==> config.mk <==
export PLATFORM = sky130hd
export DESIGN_NAME = ips2l_pcie_dma_bar_wr_router
export DESIGN_NICKNAME = d
export VERILOG_FILES = /design/src/rtl/ips2l_pcie_dma_bar_wr_router.sv
export SDC_FILE = /design/constraint.sdc
export NUM_CORES = 2
export LEC_CHECK = 0
export ABC_AREA = 1
export CORE_MARGIN = 2
export CORE_UTILIZATION = 49
export CTS_CLUSTER_DIAMETER = 80
export DETAILED_ROUTE_END_ITERATION = 8
export DONT_BUFFER_PORTS = 1
export GPL_TIMING_DRIVEN = 0
export PLACE_DENSITY = 0.6
export SETUP_SLACK_MARGIN = 0.02
export SLEW_MARGIN = 30
export SYNTH_ARGS = -nofsm -noshare
export SYNTH_HDL_FRONTEND = slang
export SYNTH_SLANG_ARGS = --single-unit
==> constraint.sdc <==
create_clock -name clk -period 169.9 [get_ports clk]
set_input_delay 25.485 -clock clk [delete_from_list [all_inputs] [get_ports clk]]
set_output_delay 25.485 -clock clk [all_outputs]
set_load 0.005 [all_outputs]
==> src/rtl/ips2l_pcie_dma_bar_wr_router.sv <==
// ----------------------------------------------------------------------------
// ips2l_pcie_dma_bar_wr_router
//
// Steers upstream memory-write beats into one small FIFO per BAR.
// - Beats aimed at an unmapped BAR, or carrying no enabled bytes, are
//   accepted and discarded. They increment a saturating drop counter.
// - Each BAR drains its own FIFO through a valid/ready handshake.
// - There is no bypass path. A beat is visible on its BAR port at the
//   earliest one clock after it was accepted.
// - Beat order is preserved within a BAR. Nothing is guaranteed across BARs.
// ----------------------------------------------------------------------------
module ips2l_pcie_dma_bar_wr_router #(
  parameter int NUM_BARS   = 3,
  parameter int ADDR_WIDTH = 9,
  parameter int DATA_WIDTH = 128,
  parameter int FIFO_DEPTH = 4
) (
  input  logic                             clk,
  input  logic                             rst,
  // upstream write beat
  input  logic                             i_wr_vld,
  output logic                             o_wr_rdy,
  input  logic [ADDR_WIDTH-1:0]            i_wr_addr,
  input  logic [DATA_WIDTH-1:0]            i_wr_data,
  input  logic [DATA_WIDTH/8-1:0]          i_wr_be,
  input  logic [1:0]                       i_wr_bar_hit,
  // per-BAR write ports, BAR k in slice k
  output logic [NUM_BARS-1:0]              o_bar_wr_en,
  input  logic [NUM_BARS-1:0]              i_bar_wr_rdy,
  output logic [NUM_BARS*ADDR_WIDTH-1:0]   o_bar_wr_addr,
  output logic [NUM_BARS*DATA_WIDTH-1:0]   o_bar_wr_data,
  output logic [NUM_BARS*DATA_WIDTH/8-1:0] o_bar_wr_be,
  // statistics / status
  input  logic                             i_cnt_clr,
  output logic [15:0]                      o_drop_cnt,
  output logic [NUM_BARS-1:0]              o_bar_fifo_full
);

  localparam int BE_WIDTH = DATA_WIDTH / 8;
  localparam int IDX_W    = $clog2(FIFO_DEPTH);
  localparam int PTR_W    = IDX_W + 1;
  localparam int ENT_W    = ADDR_WIDTH + DATA_WIDTH + BE_WIDTH;
  localparam logic [2:0] NUM_BARS_3B = 3'(NUM_BARS);

  // -------------------------------------------------------------------------
  // Full detection on wrap-extended pointers.
  // The low bits are equal but the pointers are a whole lap apart.
  // -------------------------------------------------------------------------
  function automatic logic ptr_full(input logic [PTR_W-1:0] wp,
                                    input logic [PTR_W-1:0] rp);
    return (wp[IDX_W-1:0] == rp[IDX_W-1:0]) && (wp[PTR_W-1] != rp[PTR_W-1]);
  endfunction

  logic                w_unmapped;
  logic                w_be_zero;
  logic                w_accept;
  logic                w_drop;
  logic [NUM_BARS-1:0] w_full;
  logic [NUM_BARS-1:0] w_empty;
  logic [3:0]          w_full_pad;
  logic [ENT_W-1:0]    w_in_entry;
  logic [15:0]         r_drop_cnt;

  assign w_unmapped = ({1'b0, i_wr_bar_hit} >= NUM_BARS_3B);
  assign w_be_zero  = (i_wr_be == {BE_WIDTH{1'b0}});
  assign w_accept   = i_wr_vld & o_wr_rdy;
  assign w_drop     = w_accept & (w_unmapped | w_be_zero);
  assign w_in_entry = {i_wr_addr, i_wr_data, i_wr_be};

  // Widen the per-BAR full flags to all four encodable BAR indices.
  // Indexing by i_wr_bar_hit then always stays in range.
  always_comb begin
    w_full_pad = 4'b0000;
    for (int i = 0; i < NUM_BARS; i++) begin
      w_full_pad[i] = w_full[i];
    end
  end

  // Upstream ready: unmapped beats always sink, mapped beats need FIFO room.
  always_comb begin
    o_wr_rdy = 1'b1;
    if (w_unmapped) begin
      o_wr_rdy = 1'b1;
    end else begin
      o_wr_rdy = ~w_full_pad[i_wr_bar_hit];
    end
  end

  // -------------------------------------------------------------------------
  // Per-BAR FIFO
  // -------------------------------------------------------------------------
  for (genvar k = 0; k < NUM_BARS; k++) begin : g_bar
    logic [PTR_W-1:0] r_wptr;
    logic [PTR_W-1:0] r_rptr;
    logic [PTR_W-1:0] w_wptr_nxt;
    logic [PTR_W-1:0] w_rptr_nxt;
    logic [ENT_W-1:0] r_mem [FIFO_DEPTH];
    logic [ENT_W-1:0] w_head;
    logic             w_push;
    logic             w_pop;
    logic             r_full;

    // A push can only happen when the FIFO is not full, because o_wr_rdy
    // already masked the handshake.
    assign w_push     = w_accept & ~w_drop & (i_wr_bar_hit == 2'(k));
    assign w_full[k]  = ptr_full(r_wptr, r_rptr);
    assign w_empty[k] = (r_wptr == r_rptr);
    assign w_pop      = ~w_empty[k] & i_bar_wr_rdy[k];

    // Next pointer values. They wrap naturally modulo 2*FIFO_DEPTH.
    always_comb begin
      w_wptr_nxt = r_wptr;
      w_rptr_nxt = r_rptr;
      if (w_push) begin
        w_wptr_nxt = r_wptr + PTR_W'(1);
      end else begin
        w_wptr_nxt = r_wptr;
      end
      if (w_pop) begin
        w_rptr_nxt = r_rptr + PTR_W'(1);
      end else begin
        w_rptr_nxt = r_rptr;
      end
    end

    // Pointer registers. Reset discards all buffered entries.
    always_ff @(posedge clk or posedge rst) begin
      if (rst) begin
        r_wptr <= '0;
        r_rptr <= '0;
      end else begin
        r_wptr <= w_wptr_nxt;
        r_rptr <= w_rptr_nxt;
      end
    end

    // Full status register. It is loaded from the next pointers, so it
    // tracks the pointer state with no extra cycle of delay.
    always_ff @(posedge clk or posedge rst) begin
      if (rst) begin
        r_full <= 1'b0;
      end else begin
        r_full <= ptr_full(w_wptr_nxt, w_rptr_nxt);
      end
    end

    // Entry storage. It is cleared on reset so payload outputs never carry X.
    // The write slot never aliases the head entry while data is pending.
    always_ff @(posedge clk or posedge rst) begin
      if (rst) begin
        for (int i = 0; i < FIFO_DEPTH; i++) begin
          r_mem[i] <= '0;
        end
      end else if (w_push) begin
        r_mem[r_wptr[IDX_W-1:0]] <= w_in_entry;
      end else begin
        r_mem <= r_mem;
      end
    end

    assign w_head = r_mem[r_rptr[IDX_W-1:0]];

    assign o_bar_wr_en[k]                                = ~w_empty[k];
    assign o_bar_fifo_full[k]                            = r_full;
    assign o_bar_wr_addr[k*ADDR_WIDTH +: ADDR_WIDTH]     = w_head[ENT_W-1 -: ADDR_WIDTH];
    assign o_bar_wr_data[k*DATA_WIDTH +: DATA_WIDTH]     = w_head[BE_WIDTH +: DATA_WIDTH];
    assign o_bar_wr_be[k*BE_WIDTH +: BE_WIDTH]           = w_head[BE_WIDTH-1:0];
  end

  // Saturating drop counter. A clear wins over a same-cycle increment.
  always_ff @(posedge clk or posedge rst) begin
    if (rst) begin
      r_drop_cnt <= 16'h0000;
    end else if (i_cnt_clr) begin
      r_drop_cnt <= 16'h0000;
    end else if (w_drop && (r_drop_cnt != 16'hFFFF)) begin
      r_drop_cnt <= r_drop_cnt + 16'h0001;
    end else begin
      r_drop_cnt <= r_drop_cnt;
    end
  end

  assign o_drop_cnt = r_drop_cnt;

endmodule

==> impl_metrics.py <==
metrics = {
    "cells_and_area": {
        "final_common_cell": "nand2_1",
        "mostFrequentLayoutCells": "3780 x nand2_1, 2017 x o21ai_0, 1873 x dfrtp_1",
        "fill_cells": 16600,
        "final_core_util": 0.556,
        "syn_to_final_growth_pct": 12.9,
        "fin_nets": 11500,
        "drive_gt1_frac": 0.0568,
    },
    "setup_path": {
        "critPathKind": "primary input to primary output",
        "max_stage_delay_ns": 0.41,
        "cp-end-kind": "primary output",
        "cp_cell_sequence": "inv_1, nor2_2, inv_1, nor2_1, nand2_1, inv_2, nor2_4",
        "crit_slowest_cell": "nor2_4",
        "cpMostUsedCell": "inv_1",
        "crit_family": "simple AND/OR/NAND/NOR gates",
        "worstRegToRegCells": 13,
        "cp_max_fo": 6,
        "r2r_start": "g_bar[2].r_rptr[1]",
        "path_buf_inv": 3,
        "reg2reg_to": "g_bar[2].r_mem[26]",
        "worstPathArrival_ns": 26.33,
        "reg2reg_slack_ns": 165.46,
        "cp.required_ns": 144.42,
        "cp-start-kind": "primary input",
        "startpoint": "i_wr_bar_hit[0]",
    },
    "cts": {
        "cts_resized": 0,
        "cts_hold_buf": 0,
        "cts_tree": "yes",
        "clock_sinks": 1873,
        "cts_setup_buffers": 0,
        "cts_root_buf": "clkbuf_16",
        "cts-buffers-inserted": 205,
        "cts.reportedPaths.clkPinSlew_ns": 0.06,
        "htreeDepth": 4,
        "cts_buffer_depth": 3,
        "insertion_delay_ns": 0.87,
    },
    "job": {
        "maxCapViolCount": 0,
    },
    "synth": {
        "synthesis.nets": 11200,
        "synth-edff-count": 0,
        "synth_area_sq_um": 86800,
        "ys_types": 27,
        "yosys_most_used_dff": "dfrtp_1",
        "yosysSeqAreaShare": 0.540,
        "async_reset_ff_frac": 1.00,
        "syn_inst": 11100,
        "syn_area_per_cell_sq_um": 7.84,
        "ys_ff_latch": 1873,
        "ys_warn_count": 0,
    },
    "placed_design": {
        "place.gp.congestion": 0.950,
        "portBuffers": 0,
        "dp_hpwl_microns": 256000,
    },
    "sta": {
        "tns_ns": 0,
        "slew_violations": 0,
        "fmax_mhz": 19.3,
        "period_minus_slack_ns": 51.82,
        "slew_headroom": 0.264,
        "post-route-period-util": 0.305,
        "hold_violations": 0,
        "final-setup-viol-count": 0,
        "worstMarginPinSlew_ns": 1.10,
        "grt_setup_unrepaired": "false",
        "final.setup_skew_ns": 0.0406,
    },
    "grt": {
        "grt_pass1_vias": 76800,
        "antenna_found_initial": 34,
        "grt_use_met2": 0.570,
        "grt_usage": 0.378,
        "grt_max_degree": 94,
        "grt_pass1_wl_microns": 507000,
        "overflow": 0,
        "top_usage_layer": "met2",
        "met1_usage": 0.490,
        "met3_usage": 0.0874,
    },
    "power_and_ir_drop": {
        "ir_worst_vdd_v": 0.0000117,
        "internal_power_w": 0.00109,
        "finalPower_w": 0.00200,
        "power_frac_seq": 0.355,
        "p_switching_w": 0.000902,
        "power_frac_comb": 0.414,
        "p_sw_frac": 0.452,
        "power_density_nw_per_um2": 20.4,
        "p_leak_nw": 47.2,
        "pwr-share-clk": 0.230,
    },
    "floorplan": {
        "die_h_microns": 425,
        "die_x_microns": 425,
        "ioPinCount": 644,
        "coreArea_sq_um": 176000,
        "initial_utilization": 0.493,
        "die_area_sq_um": 180000,
        "num_rows": 154,
    },
    "min_path": {
        "hold_depth": 2,
        "hp-start": "g_bar[1].r_mem[248]",
        "hold_end": "g_bar[1].r_mem[248]",
        "hp-class": "flop to flop",
    },
    "routing": {
        "viasPerCell": 5.83,
        "drc": 0,
        "num_vias": 80800,
        "drt-pass1-iter-count": 9,
        "first_iter_violations": 8948,
        "drt_wl_total_microns": 346000,
        "wl_per_cell_microns": 25.0,
        "ant_nets": 0,
    },
    "outcome": {
        "outcome": "finished clean",
    },
}
[synth_stat cells, types with 17 or more instances]
library cell,instances,area share
nand4_1,17,0.0012
nand2_1,3780,0.16
nor2_1,956,0.041
clkbuf_1,812,0.035
inv_1,51,0.0022
o21ai_1,750,0.043
buf_4,19,0.0016
o22ai_1,459,0.033
dfrtp_1,1873,0.54
o21ai_0,2017,0.12
buf_2,169,0.0097
nand3_1,28,0.0016
buf_1,50,0.0022
[stage by stage]
step,worst slack [ns],hold slack [ns],cell area [sq um],std cells
6_report,118.09,0.473,97900,13900
5_1_grt,118.09,0.491,97900,13800
4_1_cts,118.12,0.476,97900,13800
2_1_floorplan,91.53,0.445,86800,11100
3_5_place_dp,118.13,0.463,91000,13500
3_3_place_gp,70.46,0.456,89700,13400
[routing by layer]
layer	wire [microns]	share of wire	up-vias
met5	7	0.000020	-
met4	26400	0.076	2
met3	31000	0.089	797
met2	152000	0.44	3659
met1	137000	0.40	39400
li1	-	-	36900
[tightest hold or removal path, cell delays in order (launching register included)]
cell,delay (ns)
dfrtp_1,0.33
o21ai_1,0.06
nand2_1,0.05
[registers in the layout, summed over array words and instances, names as in the netlist]
name          cells
o_drop_cnt       16
g_bar.r_rptr      9
g_bar.r_mem    1836
g_bar.r_full      3
g_bar.r_wptr      9
[worst max path at each step]
| stage | slack, ns | cells after the start | end |
|---|---|---|---|
| after global routing | 118.09 | 7 | o_wr_rdy |
| after global placement | 70.46 | 1 | g_bar[2].r_mem[551] |
| after detailed placement | 118.13 | 7 | o_wr_rdy |
| final | 118.09 | 7 | o_wr_rdy |
| after CTS | 118.12 | 7 | o_wr_rdy |
| after floorplan | 91.53 | 1 | g_bar[0].r_full |
[final cells by class]
cell class / count / area (sq um) / area share
inverters: 72 / 290 / 0.00296
well taps: 2340 / 2930 / 0.0299
diodes: 16 / 40.0 / 0.000409
flip-flops and latches: 1873 / 46900 / 0.479
multi-input cells: 8073 / 35400 / 0.362
repair buffers: 50 / 1240 / 0.0127
plain buffers: 1050 / 4280 / 0.0437
clock buffers: 308 / 6110 / 0.0624
clock inverters: 73 / 768 / 0.00784
[logic make-up (layout without fill, tap and decap cells)]
group,count (synthesis),after routing,synth area share
flops,1873,1873,0.540
xor+xnor,18,18,0.00182
simple gates,4806,4806,0.211
other cells,0,16,0
buf+inv,1122,1553,0.0518
compound gates,3233,3233,0.193
fa+ha+maj,16,16,0.00231
[power by group through the flow]
stage	sequential, W	clock, W	combinational [W]
3_5_place_dp	0.000713	0	0.000809
5_1_grt	0.000729	0.000482	0.000891
3_3_place_gp	0.000720	0	0.000780
2_1_floorplan	0.000697	0	0.000474
4_1_cts	0.000707	0.000463	0.000811
6_report	0.000710	0.000460	0.000828
Power figures use the tool's default switching activity.
